<file path="src/rtl/cpu_types_pkg.sv">
`default_nettype none
// ============================================================================
//  Module   : cpu_types_pkg
//  Purpose  : Shared types for the direct-mapped instruction cache.
//             The widths and structs describe the default geometry
//             (16 one-word frames, 32-bit words). The cache module takes
//             its widths from its own parameters, so other geometries work.
//  Contents : ICACHE_IDX_W, ICACHE_TAG_W, icachef_t, icache_state_t,
//             icache_frame_t
//  Revision : 1.0 - initial release
// ============================================================================
package cpu_types_pkg;

    localparam int ICACHE_IDX_W = 4;
    localparam int ICACHE_TAG_W = 32 - ICACHE_IDX_W - 2;

    // Fetch address as seen by the cache: tag | frame index | byte offset
    typedef struct packed {
        logic [ICACHE_TAG_W-1:0] tag;
        logic [ICACHE_IDX_W-1:0] idx;
        logic [1:0]              bytoff;
    } icachef_t;

    typedef enum logic [0:0] {
        IDLE = 1'b0,
        MISS = 1'b1
    } icache_state_t;

    typedef struct packed {
        logic                    valid;
        logic [ICACHE_TAG_W-1:0] tag;
        logic [31:0]             data;
    } icache_frame_t;

endpackage : cpu_types_pkg
`default_nettype wire

</file>
<file path="src/rtl/icache_direct.sv">
`default_nettype none
// ============================================================================
//  Module   : icache_direct
//  Purpose  : Direct-mapped, read-only instruction cache with one-word
//             frames. Hits are served combinationally in the same cycle;
//             a miss stalls the fetch, issues one word read to memory,
//             fills the frame and then hits.
//  Ports    : CLK, nRST                  - clock, async active-low reset
//             imemREN, imemaddr          - datapath fetch request/address
//             ihit, imemload             - fetch satisfied / instruction
//             iREN, iaddr                - memory read request/address
//             iwait, iload               - memory busy / read data
//             hit_count, miss_count      - only with ICACHE_STATS_EN
//  Options  : ICACHE_STATS_EN - adds free-running hit and miss counters
//  Revision : 1.0 - initial release
// ============================================================================
module icache_direct
    import cpu_types_pkg::*;
#(
    parameter int ICACHE_FRAMES = 16,
    parameter int WORD_W        = 32
) (
    input  logic              CLK,
    input  logic              nRST,
    input  logic              imemREN,
    input  logic [WORD_W-1:0] imemaddr,
    output logic              ihit,
    output logic [WORD_W-1:0] imemload,
    output logic              iREN,
    output logic [WORD_W-1:0] iaddr,
    input  logic              iwait,
    input  logic [WORD_W-1:0] iload
`ifdef ICACHE_STATS_EN
    ,
    output logic [31:0]       hit_count,
    output logic [31:0]       miss_count
`endif
);

    localparam int c_IDX_W = $clog2(ICACHE_FRAMES);
    localparam int c_TAG_W = WORD_W - c_IDX_W - 2;

    // ------------------------------------------------------------------
    // Frame storage. Only the valid bits need a reset; tag and data are
    // don't-care until a fill sets the valid bit.
    // ------------------------------------------------------------------
    logic [ICACHE_FRAMES-1:0] r_valid;
    logic [c_TAG_W-1:0]       r_tag  [ICACHE_FRAMES];
    logic [WORD_W-1:0]        r_data [ICACHE_FRAMES];

    icache_state_t            r_state;
    logic [WORD_W-3:0]        r_missaddr;

    logic [c_TAG_W-1:0]       w_tag;
    logic [c_IDX_W-1:0]       w_idx;
    logic [c_TAG_W-1:0]       w_miss_tag;
    logic [c_IDX_W-1:0]       w_miss_idx;
    logic                     w_hit;
    logic                     w_start_miss;
    logic                     w_fill;
    logic                     w_unused;

    assign w_tag      = imemaddr[WORD_W-1:c_IDX_W+2];
    assign w_idx      = imemaddr[c_IDX_W+1:2];
    assign w_miss_tag = r_missaddr[WORD_W-3:c_IDX_W];
    assign w_miss_idx = r_missaddr[c_IDX_W-1:0];

    // Byte offset never takes part in the lookup
    assign w_unused   = ^imemaddr[1:0];

    // Lookup is only meaningful in IDLE; during MISS the fetch is stalled
    assign w_hit        = imemREN && (r_state == IDLE) && r_valid[w_idx]
                          && (r_tag[w_idx] == w_tag);
    assign w_start_miss = imemREN && (r_state == IDLE) && !w_hit;
    assign w_fill       = (r_state == MISS) && !iwait;

    // Outputs derive from state so an asynchronous reset drops iREN at once
    assign ihit     = w_hit;
    assign imemload = w_hit ? r_data[w_idx] : '0;
    assign iREN     = (r_state == MISS);
    assign iaddr    = (r_state == MISS) ? {r_missaddr, 2'b00} : '0;

    // ------------------------------------------------------------------
    // Two-state controller: valid bits, miss address and state
    // ------------------------------------------------------------------
    always_ff @(posedge CLK or negedge nRST) begin
        if (!nRST) begin
            r_state    <= IDLE;
            r_missaddr <= '0;
            r_valid    <= '0;
        end else begin
            case (r_state)
                IDLE: begin
                    if (w_start_miss) begin
                        r_missaddr <= imemaddr[WORD_W-1:2];
                        r_state    <= MISS;
                    end
                end
                MISS: begin
                    // The fill always completes into the captured frame,
                    // whatever the fetch port does in the meantime
                    if (!iwait) begin
                        r_valid[w_miss_idx] <= 1'b1;
                        r_state             <= IDLE;
                    end
                end
                default: r_state <= IDLE;
            endcase
        end
    end

    // Tag/data arrays carry no reset so they can map onto plain RAM
    always_ff @(posedge CLK) begin
        if (w_fill) begin
            r_tag[w_miss_idx]  <= w_miss_tag;
            r_data[w_miss_idx] <= iload;
        end
    end

`ifdef ICACHE_STATS_EN
    // ------------------------------------------------------------------
    // Statistics counters, wrapping modulo 2^32
    // ------------------------------------------------------------------
    always_ff @(posedge CLK or negedge nRST) begin
        if (!nRST) begin
            hit_count  <= '0;
            miss_count <= '0;
        end else begin
            if (w_hit) begin
                hit_count <= hit_count + 32'd1;
            end
            if (w_start_miss) begin
                miss_count <= miss_count + 32'd1;
            end
        end
    end
`endif

endmodule : icache_direct
`default_nettype wire

</file>
<file path="config.mk">
export PLATFORM = sky130hd
export DESIGN_NAME = icache_direct
export DESIGN_NICKNAME = d
export VERILOG_FILES = /design/src/rtl/cpu_types_pkg.sv /design/src/rtl/icache_direct.sv
export SDC_FILE = /design/constraint.sdc
export NUM_CORES = 1
export LEC_CHECK = 0
export BUFFER_PORTS_ARGS = -buffer_cell sky130_fd_sc_hd__buf_2
export CORE_MARGIN = 5
export CORE_UTILIZATION = 50
export CTS_BUF_LIST = sky130_fd_sc_hd__clkbuf_8
export DETAILED_ROUTE_END_ITERATION = 8
export PLACE_DENSITY = 0.65
export REMOVE_ABC_BUFFERS = 1
export SLEW_MARGIN = 30
export SYNTH_ARGS = -nofsm -noshare
export SYNTH_HDL_FRONTEND = slang
export SYNTH_SLANG_ARGS = --single-unit
export TNS_END_PERCENT = 10
</file>
<file path="constraint.sdc">
create_clock -name CLK -period 6.9 [get_ports CLK]
set_input_delay 1.035 -clock CLK [delete_from_list [all_inputs] [get_ports CLK]]
set_output_delay 1.035 -clock CLK [all_outputs]
set_load 0.05 [all_outputs]
</file>
==> flow_metrics.env <==
export IMPL_status="finished clean"
export IMPL_fin_skew_ns=0.0271
export IMPL_drc_errors=0
export IMPL_dr_total_vias=18000
export IMPL_place_ws_ns=0.877
export IMPL_vdd_drop_max_uv=151
export IMPL_cts_setup_buffers=0
export IMPL_core_area_um2=75700
export IMPL_drt_iter0_drc=1662
export IMPL_rr_worst_depth=9
export IMPL_dieArea_um2=81800
export IMPL_grt_first_pass_wirelength_um=127000
export IMPL_p_comb_frac=0.080
export IMPL_first_pass_iters=5
export IMPL_synth_area_per_cell_um2=22.7
export IMPL_ys_async_sr_fraction=0.0482
export IMPL_powerDensity_nw_per_um2=291
export IMPL_cp_max_fo=65
export IMPL_syn_area_um2=38100
export IMPL_startpoint_type="input port"
export IMPL_synth_edf_count=928
export IMPL_synth_compound_area_share=0.0119
export IMPL_tightest_slew_ns=0.992
export IMPL_ys_flop_type="edfxtp_1"
export IMPL_synth_distinct_cells=59
export IMPL_max_cap_viol_count=0
export IMPL_synthCells=1677
export IMPL_yosysSeqAreaShare=0.762
export IMPL_netlist_area_leader_share=0.732
export IMPL_rr_endpoint="r_missaddr[17]"
export IMPL_synth_top_family_by_area="multiplexers"
export IMPL_cts_buffers_inserted=156
export IMPL_port_buffers=129
export IMPL_share_seq_of_total_power=0.566
export IMPL_yosys_area_share_simple=0.0266
export IMPL_p_leak_nw=14.3
export IMPL_cts_hold_buf=0
export IMPL_hold_viol_final=0
export IMPL_synthAdderAreaFrac=0
export IMPL_clk_path_buf_depth=3
export IMPL_antenna_found_initial=9
export IMPL_endpoint_kind="primary output"
export IMPL_grt_pass1_vias=18800
export IMPL_vias_per_cell=5.93
export IMPL_ys_seq_elements=975
export IMPL_synth_top_area_cell="edfxtp_1"
export IMPL_ant_nets=0
export IMPL_clock_latency_ns=0.78
export IMPL_dp_hpwl_um=44700
export IMPL_setup_viol=0
export IMPL_fin_nets=1998
export IMPL_cts_tree="built"
export IMPL_fin_crit_ns=5.99
export IMPL_die_x_um=286
export IMPL_grt_start_max_net_pins=79
export IMPL_path_class="in -> out"
export IMPL_drive_above_1_share=0.334
export IMPL_fmax_mhz=167
export IMPL_power_mw=12.5
export IMPL_synth_xor_area_share=0.00621
export IMPL_grtUsageTotal=0.213
export IMPL_grt_ovfl_total=0
export IMPL_synth_area_leaders="edfxtp_1 (73%), mux4_2 (14%), dfrtp_1 (3.1%)"
export IMPL_cp_required_ns=5.86
export IMPL_place_congestion=0.742
export IMPL_fill_cells=5512
export IMPL_muxShareOfSynthArea=0.178
export IMPL_fin_crit_sh=0.868
export IMPL_r2r_start="r_tag[3][25]"
export IMPL_cts_resized=0
export IMPL_rows=101
export IMPL_swShare=0.238
export IMPL_initial_utilization=0.503
export IMPL_routed_wl_um=86500
export IMPL_htreeDepth=4
export IMPL_ios=134
export IMPL_root_buffer="clkbuf_8"
export IMPL_switching_power_mw=2.97
export IMPL_area_growth_pct=12.7
export IMPL_clkSlewWorstSetupHoldPaths_ns=0.05
export IMPL_die_h_um=286
export IMPL_slew_headroom=0.339
export IMPL_maxSlewViolCount=0
export IMPL_routedWlPerCell_um=28.5
export IMPL_dp_cells=2750
export IMPL_reg2reg_setup_slack_ns=3.05
export IMPL_yosys_warnings=0
export IMPL_arrival_ns=4.96
export IMPL_grt_setup_unrepaired="false"
export IMPL_internal_power_mw=9.52
export IMPL_holdCritPathClass="in -> async"
export IMPL_clkPwrFrac=0.355
export IMPL_fin_ws_ns=0.909
export IMPL_cts_sinks=975
export IMPL_stdcell_count=3031
export IMPL_setup_tns_ns=0
==> critical path, stage by stage <==
cell and delay, ns:
buf_6 0.57, buf_4 0.47, mux4_2 0.56, mux2i_1 0.15
mux2i_1 0.11, xor2_1 0.17, nor2_1 0.19, nand4_1 0.17
or4_4 0.85, nor2b_1 0.23, buf_2 0.29
==> Yosys cell counts (3+ instances only) <==
cell and instances:
a22oi_1 10, a22o_1 8, nand3_1 3, buf_6 7
mux2_2 5, buf_4 19, xnor2_1 17, nand4_1 3
o22ai_1 6, mux4_2 242, nand2_1 13, buf_2 14
buf_8 4, or2_2 17, nor4b_1 4, a21oi_1 13
nand2b_1 5, mux4_1 10, xor2_1 10, clkbuf_1 27
nor3_1 13, dfrtp_1 47, or3_1 4, nor2b_1 39
buf_1 12, and2_1 30, nand3b_1 4, edfxtp_1 928
mux2i_1 59, inv_1 6, mux2_4 29, o21ai_0 8
nor2_1 26
==> logic make-up after synthesis <==
family          count (synthesis)
xor+xnor                       27
flops                         975
other cells                     1
mux                           345
compound gates                 64
buf+inv                        92
simple gates                  173
==> cell type report <==
cell class                 count  area [um2]  share of cell area
timing repair buffer         180        1180              0.0276
tap                          978        1220              0.0285
clock buffer                 168        2310              0.0539
antenna                        3        7.51            0.000175
inverter                       6        23.8            0.000554
multi-input combinational    611        8630               0.201
clock inverter               110         488              0.0114
sequential                   975       29000               0.677
==> worst max path at each step <==
stage | startpoint | to | slack [ns] | cells after the start
2_1_floorplan | iREN | r_valid[3] | 0.60 | 4
3_3_place_gp | imemaddr[2] | imemload[24] | 0.86 | 11
3_5_place_dp | imemaddr[2] | imemload[8] | 0.88 | 11
6_report | imemaddr[4] | imemload[22] | 0.91 | 11
5_1_grt | imemaddr[2] | imemload[10] | 0.68 | 11
4_1_cts | imemaddr[2] | imemload[8] | 0.87 | 11
==> per-layer routing <==
layer	GRT usage	up-vias	share of wire
met5	0	-	0.00073
met4	0.0560	12	0.017
met3	0.0484	113	0.067
met2	0.351	681	0.50
met1	0.294	9613	0.41
li1	-	7565	-
==> cells in the final DEF (no fill, tap or decap), types with 8 or more instances in the layout <==
cell type,n
edfxtp_1,928
mux4_2,242
clkbuf_8,168
buf_2,121
inv_1,66
mux2i_1,59
dfrtp_1,47
buf_4,46
nor2b_1,39
and2_1,30
mux2_4,29
clkinv_1,27
xnor2_1,17
or2_2,17
clkinv_2,15
nor2_1,14
nand2_1,13
a21oi_1,13
nor2_4,12
mux4_1,10
a22oi_1,10
xor2_1,10
nor3_1,9
buf_12,9
a22o_1,8
o21ai_0,8
==> sequential cells by signal, indices dropped and copies added (netlist names) <==
name / cells
r_data: 512
r_valid: 16
r_missaddr: 30
iREN: 1
r_tag: 416
==> power groups by stage <==
stage / combinational (mW) / sequential [mW] / clock [mW]
after global routing: 1.06 / 7.10 / 4.84
after floorplan: 0.603 / 7.11 / 0
final: 0.993 / 7.07 / 4.43
after CTS: 1.01 / 7.07 / 4.55
after detailed placement: 1.01 / 7.19 / 0
after global placement: 0.996 / 7.16 / 0
==> through the flow <==
step	hold slack (ns)	util	cell area [um2]
after CTS	0.365	0.567	42900
after global placement	0.446	0.530	40100
after global routing	0.399	0.567	42900
final	0.374	0.567	42900
after detailed placement	0.448	0.530	40100
after floorplan	0.434	-	37600
Power figures use the tool's default switching activity.
